==> src/rtl/mem_port_arbiter.sv <==
// Shares one memory port between the instruction-fetch and data ports of a hart.
// dmem wins arbitration unless imem has been starved too long; read returns follow an in-order tag FIFO.
module mem_port_arbiter #(
    parameter int unsigned MAX_OUTSTANDING = 4,
    parameter int unsigned STARVE_LIMIT    = 3
) (
    input  logic        i_clk,
    input  logic        i_rst,
    output logic        o_imem_ready,
    input  logic [31:0] i_imem_raddr,
    input  logic        i_imem_ren,
    output logic        o_imem_valid,
    output logic [31:0] o_imem_rdata,
    output logic        o_dmem_ready,
    input  logic [31:0] i_dmem_addr,
    input  logic        i_dmem_ren,
    input  logic        i_dmem_wen,
    input  logic [3:0]  i_dmem_mask,
    input  logic [31:0] i_dmem_wdata,
    output logic        o_dmem_valid,
    output logic [31:0] o_dmem_rdata,
    input  logic        i_mem_ready,
    output logic [31:0] o_mem_addr,
    output logic        o_mem_ren,
    output logic        o_mem_wen,
    output logic [3:0]  o_mem_mask,
    output logic [31:0] o_mem_wdata,
    input  logic        i_mem_valid,
    input  logic [31:0] i_mem_rdata,
    output logic        o_err
);
    localparam int unsigned PTR_W = (MAX_OUTSTANDING > 1) ? $clog2(MAX_OUTSTANDING) : 1;
    localparam int unsigned CNT_W = $clog2(MAX_OUTSTANDING + 1);
    localparam int unsigned STV_W = (STARVE_LIMIT > 0) ? $clog2(STARVE_LIMIT + 1) : 1;

    localparam logic TAG_IMEM = 1'b0;

    logic [MAX_OUTSTANDING-1:0] tag_q, tag_d;
    logic [PTR_W-1:0]           wr_ptr_q, wr_ptr_d, rd_ptr_q, rd_ptr_d;
    logic [CNT_W-1:0]           cnt_q, cnt_d;
    logic [STV_W-1:0]           starve_q, starve_d;
    logic                       err_q, err_d;

    logic ireq, dreq, d_write, fifo_full, fifo_empty;
    logic gnt_i, gnt_d, rdy_i, rdy_d, push, pop, head_tag;

    // Grant, ready and FIFO push/pop qualification; nothing is granted during reset.
    always_comb begin
        ireq       = i_imem_ren;
        dreq       = i_dmem_ren | i_dmem_wen;
        d_write    = i_dmem_wen;
        fifo_full  = (cnt_q == CNT_W'(MAX_OUTSTANDING));
        fifo_empty = (cnt_q == '0);
        gnt_d      = !i_rst && dreq && (!ireq || (starve_q != STV_W'(STARVE_LIMIT)));
        gnt_i      = !i_rst && ireq && !gnt_d;
        rdy_d      = gnt_d && i_mem_ready && (d_write || !fifo_full);
        rdy_i      = gnt_i && i_mem_ready && !fifo_full;
        push       = rdy_i || (rdy_d && !d_write);
        pop        = !i_rst && i_mem_valid && !fifo_empty;
        head_tag   = tag_q[rd_ptr_q];
    end

    assign o_imem_ready = rdy_i;
    assign o_dmem_ready = rdy_d;
    assign o_err        = err_q;

    // Request forwarding; a dmem ren+wen collision is forwarded as a write.
    always_comb begin
        o_mem_addr  = '0;
        o_mem_ren   = 1'b0;
        o_mem_wen   = 1'b0;
        o_mem_mask  = '0;
        o_mem_wdata = '0;
        if (gnt_d) begin
            o_mem_addr  = i_dmem_addr;
            o_mem_ren   = i_dmem_ren && !d_write && !fifo_full;
            o_mem_wen   = d_write;
            o_mem_mask  = i_dmem_mask;
            o_mem_wdata = i_dmem_wdata;
        end else if (gnt_i) begin
            o_mem_addr  = i_imem_raddr;
            o_mem_ren   = !fifo_full;
            o_mem_mask  = 4'b1111;
        end
    end

    // Same-cycle return routing by the FIFO head tag.
    always_comb begin
        o_imem_valid = pop && (head_tag == TAG_IMEM);
        o_dmem_valid = pop && (head_tag != TAG_IMEM);
        o_imem_rdata = o_imem_valid ? i_mem_rdata : '0;
        o_dmem_rdata = o_dmem_valid ? i_mem_rdata : '0;
    end

    always_comb begin
        tag_d    = tag_q;
        wr_ptr_d = wr_ptr_q;
        rd_ptr_d = rd_ptr_q;
        cnt_d    = cnt_q;
        starve_d = starve_q;
        err_d    = err_q;
        if (push) begin
            tag_d[wr_ptr_q] = rdy_d;
            wr_ptr_d        = wr_ptr_q + PTR_W'(1);
        end
        if (pop) begin
            rd_ptr_d = rd_ptr_q + PTR_W'(1);
        end
        case ({push, pop})
            2'b10:   cnt_d = cnt_q + CNT_W'(1);
            2'b01:   cnt_d = cnt_q - CNT_W'(1);
            default: cnt_d = cnt_q;
        endcase
        // Starvation counts only dmem wins while imem is actually waiting.
        if (ireq && rdy_d) begin
            if (starve_q != STV_W'(STARVE_LIMIT)) begin
                starve_d = starve_q + STV_W'(1);
            end
        end else if (rdy_i || !ireq) begin
            starve_d = '0;
        end
        if ((i_mem_valid && fifo_empty) || (i_dmem_ren && i_dmem_wen)) begin
            err_d = 1'b1;
        end
    end

    always_ff @(posedge i_clk) begin
        if (i_rst) begin
            tag_q    <= '0;
            wr_ptr_q <= '0;
            rd_ptr_q <= '0;
            cnt_q    <= '0;
            starve_q <= '0;
            err_q    <= 1'b0;
        end else begin
            tag_q    <= tag_d;
            wr_ptr_q <= wr_ptr_d;
            rd_ptr_q <= rd_ptr_d;
            cnt_q    <= cnt_d;
            starve_q <= starve_d;
            err_q    <= err_d;
        end
    end
endmodule

==> config.mk <==
export PLATFORM = sky130hd
export DESIGN_NAME = mem_port_arbiter
export DESIGN_NICKNAME = d
export VERILOG_FILES = /design/src/rtl/mem_port_arbiter.sv
export SDC_FILE = /design/constraint.sdc
export NUM_CORES = 1
export LEC_CHECK = 0
export ABC_CLOCK_PERIOD_IN_PS = 2600
export BUFFER_PORTS_ARGS = -buffer_cell sky130_fd_sc_hd__clkbuf_2
export CAP_MARGIN = 0
export CORE_AREA = 5 5 106 108
export CTS_CLUSTER_DIAMETER = 150
export DETAILED_ROUTE_END_ITERATION = 7
export DIE_AREA = 0 0 111 113
export GPL_ROUTABILITY_DRIVEN = 0
export PLACE_DENSITY = 0.67
export SKIP_CTS_REPAIR_TIMING = 1
export SYNTH_ARGS = -nofsm -noshare
export SYNTH_HDL_FRONTEND = slang
export SYNTH_SLANG_ARGS = --single-unit
==> constraint.sdc <==
create_clock -name i_clk -period 2.6 [get_ports i_clk]
set_input_delay 0.52 -clock i_clk [delete_from_list [all_inputs] [get_ports i_clk]]
set_output_delay 0.52 -clock i_clk [all_outputs]
set_load 0.005 [all_outputs]
======== Word level (Yosys, flattened, before mapping) ========
Index checks and enable logic that the tools add are counted.
storage, ports and cells
  flip-flop bits (word level) ............. 14
  output and inout bits ................... 139
operators by class
  $lt $le $gt $ge ......................... 3
  add/subtract/negate cells ............... 5
  reductions and logical operators ........ 34
  equal/unequal tests ..................... 5
  mux-type cells .......................... 19
  bitwise logic cells ..................... 2
operators with widths
  kind                   number
  $mux W32               5
  $logic_and A1 B1 Y1    19
  $mux W4                2
  $add A2 B1 Y2 const B  3
  $logic_not A1 Y1       6
  $lt A2 B3 Y1 const B   2
  $mux W2                3
  $pmux W3 S2            1
  $logic_or A1 B1 Y1     5
  $mux W1                5
  $bwmux W4              1
  $reduce_bool A2 Y1     2
  $add A3 B1 Y3 const B  1
  $eq A3 B3 Y1 const B   1
  $logic_not A3 Y1       1
  $sub A3 B1 Y3 const B  1
  $bmux W1 S2            1
  $demux W1 S2           1
  $eq A2 B1 Y1 const B   1
  $eq A2 B2 Y1 const B   1
  $ge A2 B1 Y1 const B   1
  $ne A2 B1 Y1 const B   1
  $ne A2 B2 Y1 const B   1
  $reduce_and A2 Y1      1
  2 further kinds        2

======== Depth between registers and ports, before layout ========
  depth after elaboration ................. 10
  gate-level depth with buffers ........... 10
  gate-level depth less buffers ........... 10

======== Worst setup path after synthesis ========
No wires, ideal clock.
  path type ............................... reg-to-reg
  start ................................... register cnt_q[2]
  end ..................................... register cnt_q[2]
  data arrival time ....................... 2.371 ns
  path slack .............................. 0.159 ns
  clock period less this slack ............ 2.441 ns
  stages on the path, launching flop included .. 11
  buffers on the path ..................... 1
  library setup time ...................... 0.070 ns
  cell sequence ........................... dfxtp_1 or3b_1 and2_4 buf_6 nand3_1 ha_1 inv_1 fa_1 xor2_1 or3_2 a21oi_1
between the ends
  longest elaborated chain between the ends .. 8
RTL lines
  element                                            line    RTL
  from (decl)                                        40      logic [CNT_W-1:0] cnt_q, cnt_d;
  from (signal assigned)                             139     cnt_q <= cnt_d;
  $eq A3 B3 Y1                                       52      fifo_full = (cnt_q == CNT_W'(MAX_OUTSTANDING));
  $logic_not A1 Y1                                   56, 57
  $logic_or A1 B1 Y1                                 56      rdy_d = gnt_d && i_mem_ready && (d_write || !fifo_full);
  $logic_and A1 B1 Y1                                56
  $logic_and A1 B1 Y1                                58      push = rdy_i || (rdy_d && !d_write);
  $logic_or A1 B1 Y1                                 58
  $eq A2 B1 Y1 or $eq A2 B2 Y1 (tied branches)       109     case ({push, pop})
  $pmux W3 S2 or $reduce_bool A2 Y1 (tied branches)  n/a
Several ways; a longest one is shown, not always the timed one.
A chain may end at the register's enable or synchronous reset.

======== Worst setup path after layout ========
  start ................................... register cnt_q[1]
  end ..................................... register cnt_q[2]
The elaborated chain is that of the path after synthesis.

==> flow_summary.json <==
{
  "grt_use_total_pct": 14.89,
  "synth_edf_count": 0,
  "yosysWarnings": 0,
  "critPathMaxStageDelay_ps": 420,
  "clockRootBuffer": "clkbuf_8",
  "cts.sinks": 14,
  "max_clock_freq_mhz": 399.3,
  "yosys.area.top_type_share_pct": 20.90,
  "crit_chain": "or3b_4 -> and2_4 -> nand3_2 -> ha_2 -> inv_1 -> fa_1 -> xor2_1 -> or3_2 -> a21oi_1",
  "die_area_sq_um": 12540,
  "path_clk_slew_ps": 60,
  "yosysTopAreaCell": "and3_1",
  "r2r_slack_ps": 100,
  "power_density_nw_per_um2": 241.2,
  "synth.area.top_cells": "and3_1 21%, a22o_1 14%, dfxtp_1 14%",
  "avgSynthCellArea_sq_um": 7.630,
  "synthTopCellsByCount": "65 x and3_1, 34 x and2_1, 32 x a22o_1",
  "setup.worst_path.end": "cnt_q[2]",
  "h-tree-depth": 1,
  "worst_setup_path_start_kind": "flip-flop",
  "cts_tree": "built",
  "rsz0062_at_grt": "no",
  "portBuffers": 277,
  "setup_viol": 0,
  "yosysSeqAreaShare_pct": 14.41,
  "whs_ps": 465.5,
  "status": "completed",
  "hold_path.class": "reg2reg",
  "synth_seq_cells": 14,
  "cp_data_required_time_ps": 2770,
  "timing.final.crit_share_pct": 96.32,
  "fp.dieW_microns": 111,
  "vias": 3000,
  "fin_nets": 670,
  "critPathKind": "reg2reg",
  "synth_cell_types": 42,
  "initial_core_util_pct": 19.19,
  "grt_pass1_wl_microns": 15560,
  "finalCriticalPeriod_ps": 2504,
  "clkLatencyLatePin_ps": 250,
  "ir_worst_vdd_mv": 0.1206,
  "num_rows": 37,
  "slew_violations": 0,
  "grt_pass1_vias": 3126,
  "first_pass_iters": 4,
  "cpMaxStageDelayCell": "or3b_4",
  "synth_ff_type": "dfxtp_1",
  "p_leak_nw": 2.241,
  "drc": 0,
  "critPathMaxFanout": 9,
  "clk_path_buf_depth": 2,
  "r2r-end": "cnt_q[2]",
  "antennaDiodeCount": 0,
  "drv_cap": 0,
  "antenna_found_initial": 0,
  "final-hold-violation-count": 0,
  "synth_async_sr_flop_share_pct": 0,
  "numCtsBuffers": 3,
  "drt_iter0_drc": 126,
  "r2r_cells": 9,
  "finalNonFillerCells": 659,
  "slew_headroom_pct": 62.95,
  "dp_cells": 655,
  "finClkSkew_ps": 1.726,
  "arrival_ps": 2680,
  "worst_pin_slew_ps": 550.0,
  "io_pins": 278,
  "post_drt_wl_per_cell_microns": 15.31,
  "critPathLaunch": "cnt_q[1]",
  "antenna_left": 0,
  "dp.final_hpwl_microns": 8951,
  "gr-total-overflow": 0,
  "r2r_start": "cnt_q[1]",
  "drt-vias-per-instance": 4.552,
  "die_h_microns": 113,
  "synth_fp_nets": 401,
  "grt_max_degree": 37,
  "routed_wl_microns": 10090,
  "synth_most_common_cell": "and3_1",
  "area_growth_pct": 82.51,
  "syn_area_sq_um": 1946,
  "drive_gt1_share_pct": 58.89,
  "synth_cells": 255,
  "cp-end-kind": "flip-flop",
  "core_sq_um": 10140
}
-- per-layer routing --
metal	vias up	track usage [%]	share of wire, %
li1	1464	-	-
met1	1325	16.06	37
met2	190	27.95	51
met3	21	4.385	9.6
met4	0	4.680	2.9
met5	-	0	0
-- worst min-delay path by stage --
stage	endpoint	slack (ps)	depth (start not counted)	from
2_1_floorplan	tag_q[2]	440	1	tag_q[2]
3_3_place_gp	starve_q[0]	450	2	starve_q[0]
3_5_place_dp	tag_q[1]	450	1	tag_q[1]
4_1_cts	tag_q[1]	470	1	tag_q[1]
5_1_grt	tag_q[3]	480	1	tag_q[3]
6_report	tag_q[1]	470	1	tag_q[1]
-- cells in the final DEF (no fill, tap or decap), drive strengths merged, types with 2 or more instances in the layout --
cell type,synthesis,routed
a21oi,2,2
xor2,2,2
o21ai,6,6
buf,12,13
or4b,2,2
o211ai,2,2
inv,9,9
nor2,8,8
and2,35,35
nand2,12,12
o21a,6,6
xnor2,2,2
ha,6,6
and3,66,66
o22ai,2,2
clkbuf,14,281
nor2b,2,2
a31oi,4,4
and4,4,4
dfxtp,14,14
a22o,32,32
-- critical path: cells and delay by family (launching register included) --
family                   cells  cell delay [ps]
buffers and inverters        1               50
XOR/XNOR                     1              170
AO/OA/AOI/OAI                1              160
adder cells (fa/ha/maj)      2              560
flip-flops                   1              360
AND/OR/NAND/NOR              4             1140
-- registers in the layout (all words and copies together) (netlist names) --
register / flops
cnt_q: 3
o_err: 1
rd_ptr_q: 2
starve_q: 2
tag_q: 4
wr_ptr_q: 2
-- report_power, final --
group / internal, mW / switching, mW
Sequential: 0.222 / 0.00866
Clock: 0.134 / 0.0843
Combinational: 0.214 / 0.194
-- stage by stage --
step                      instance area (sq um)  setup TNS, ps  util, %  setup WS [ps]  power [mW]
after floorplan                            1946              0        -          159.0      0.4080
after global placement                     3482              0    34.35          156.1      0.6352
after detailed placement                   3482              0    34.35          58.31      0.6448
after CTS                                  3537         -16.18    34.89         -16.18      0.8657
after global routing                       3551              0    35.02          1.476      0.9169
final                                      3551              0    35.02          95.76      0.8566
-- logic make-up after synthesis --
family | share of synthesized area (%)
AOI/OAI and AO/OA | 23.86
xor gates and xnor gates | 1.801
adders and majority gates | 4.887
buffers and inverters | 9.067
DFF | 14.41
muxes | 1.157
and+or+nand+nor | 44.82
-- area by class of cell --
type                    instances  area, sq um
fillers                      1060         6588
inverters                       9        33.78
clock buffers                   4        55.05
multi-input cells             206         1499
flip-flops and latches         14        284.0
repair buffers                290         1509
well taps                     136        170.2
Power figures use the tool's default switching activity.
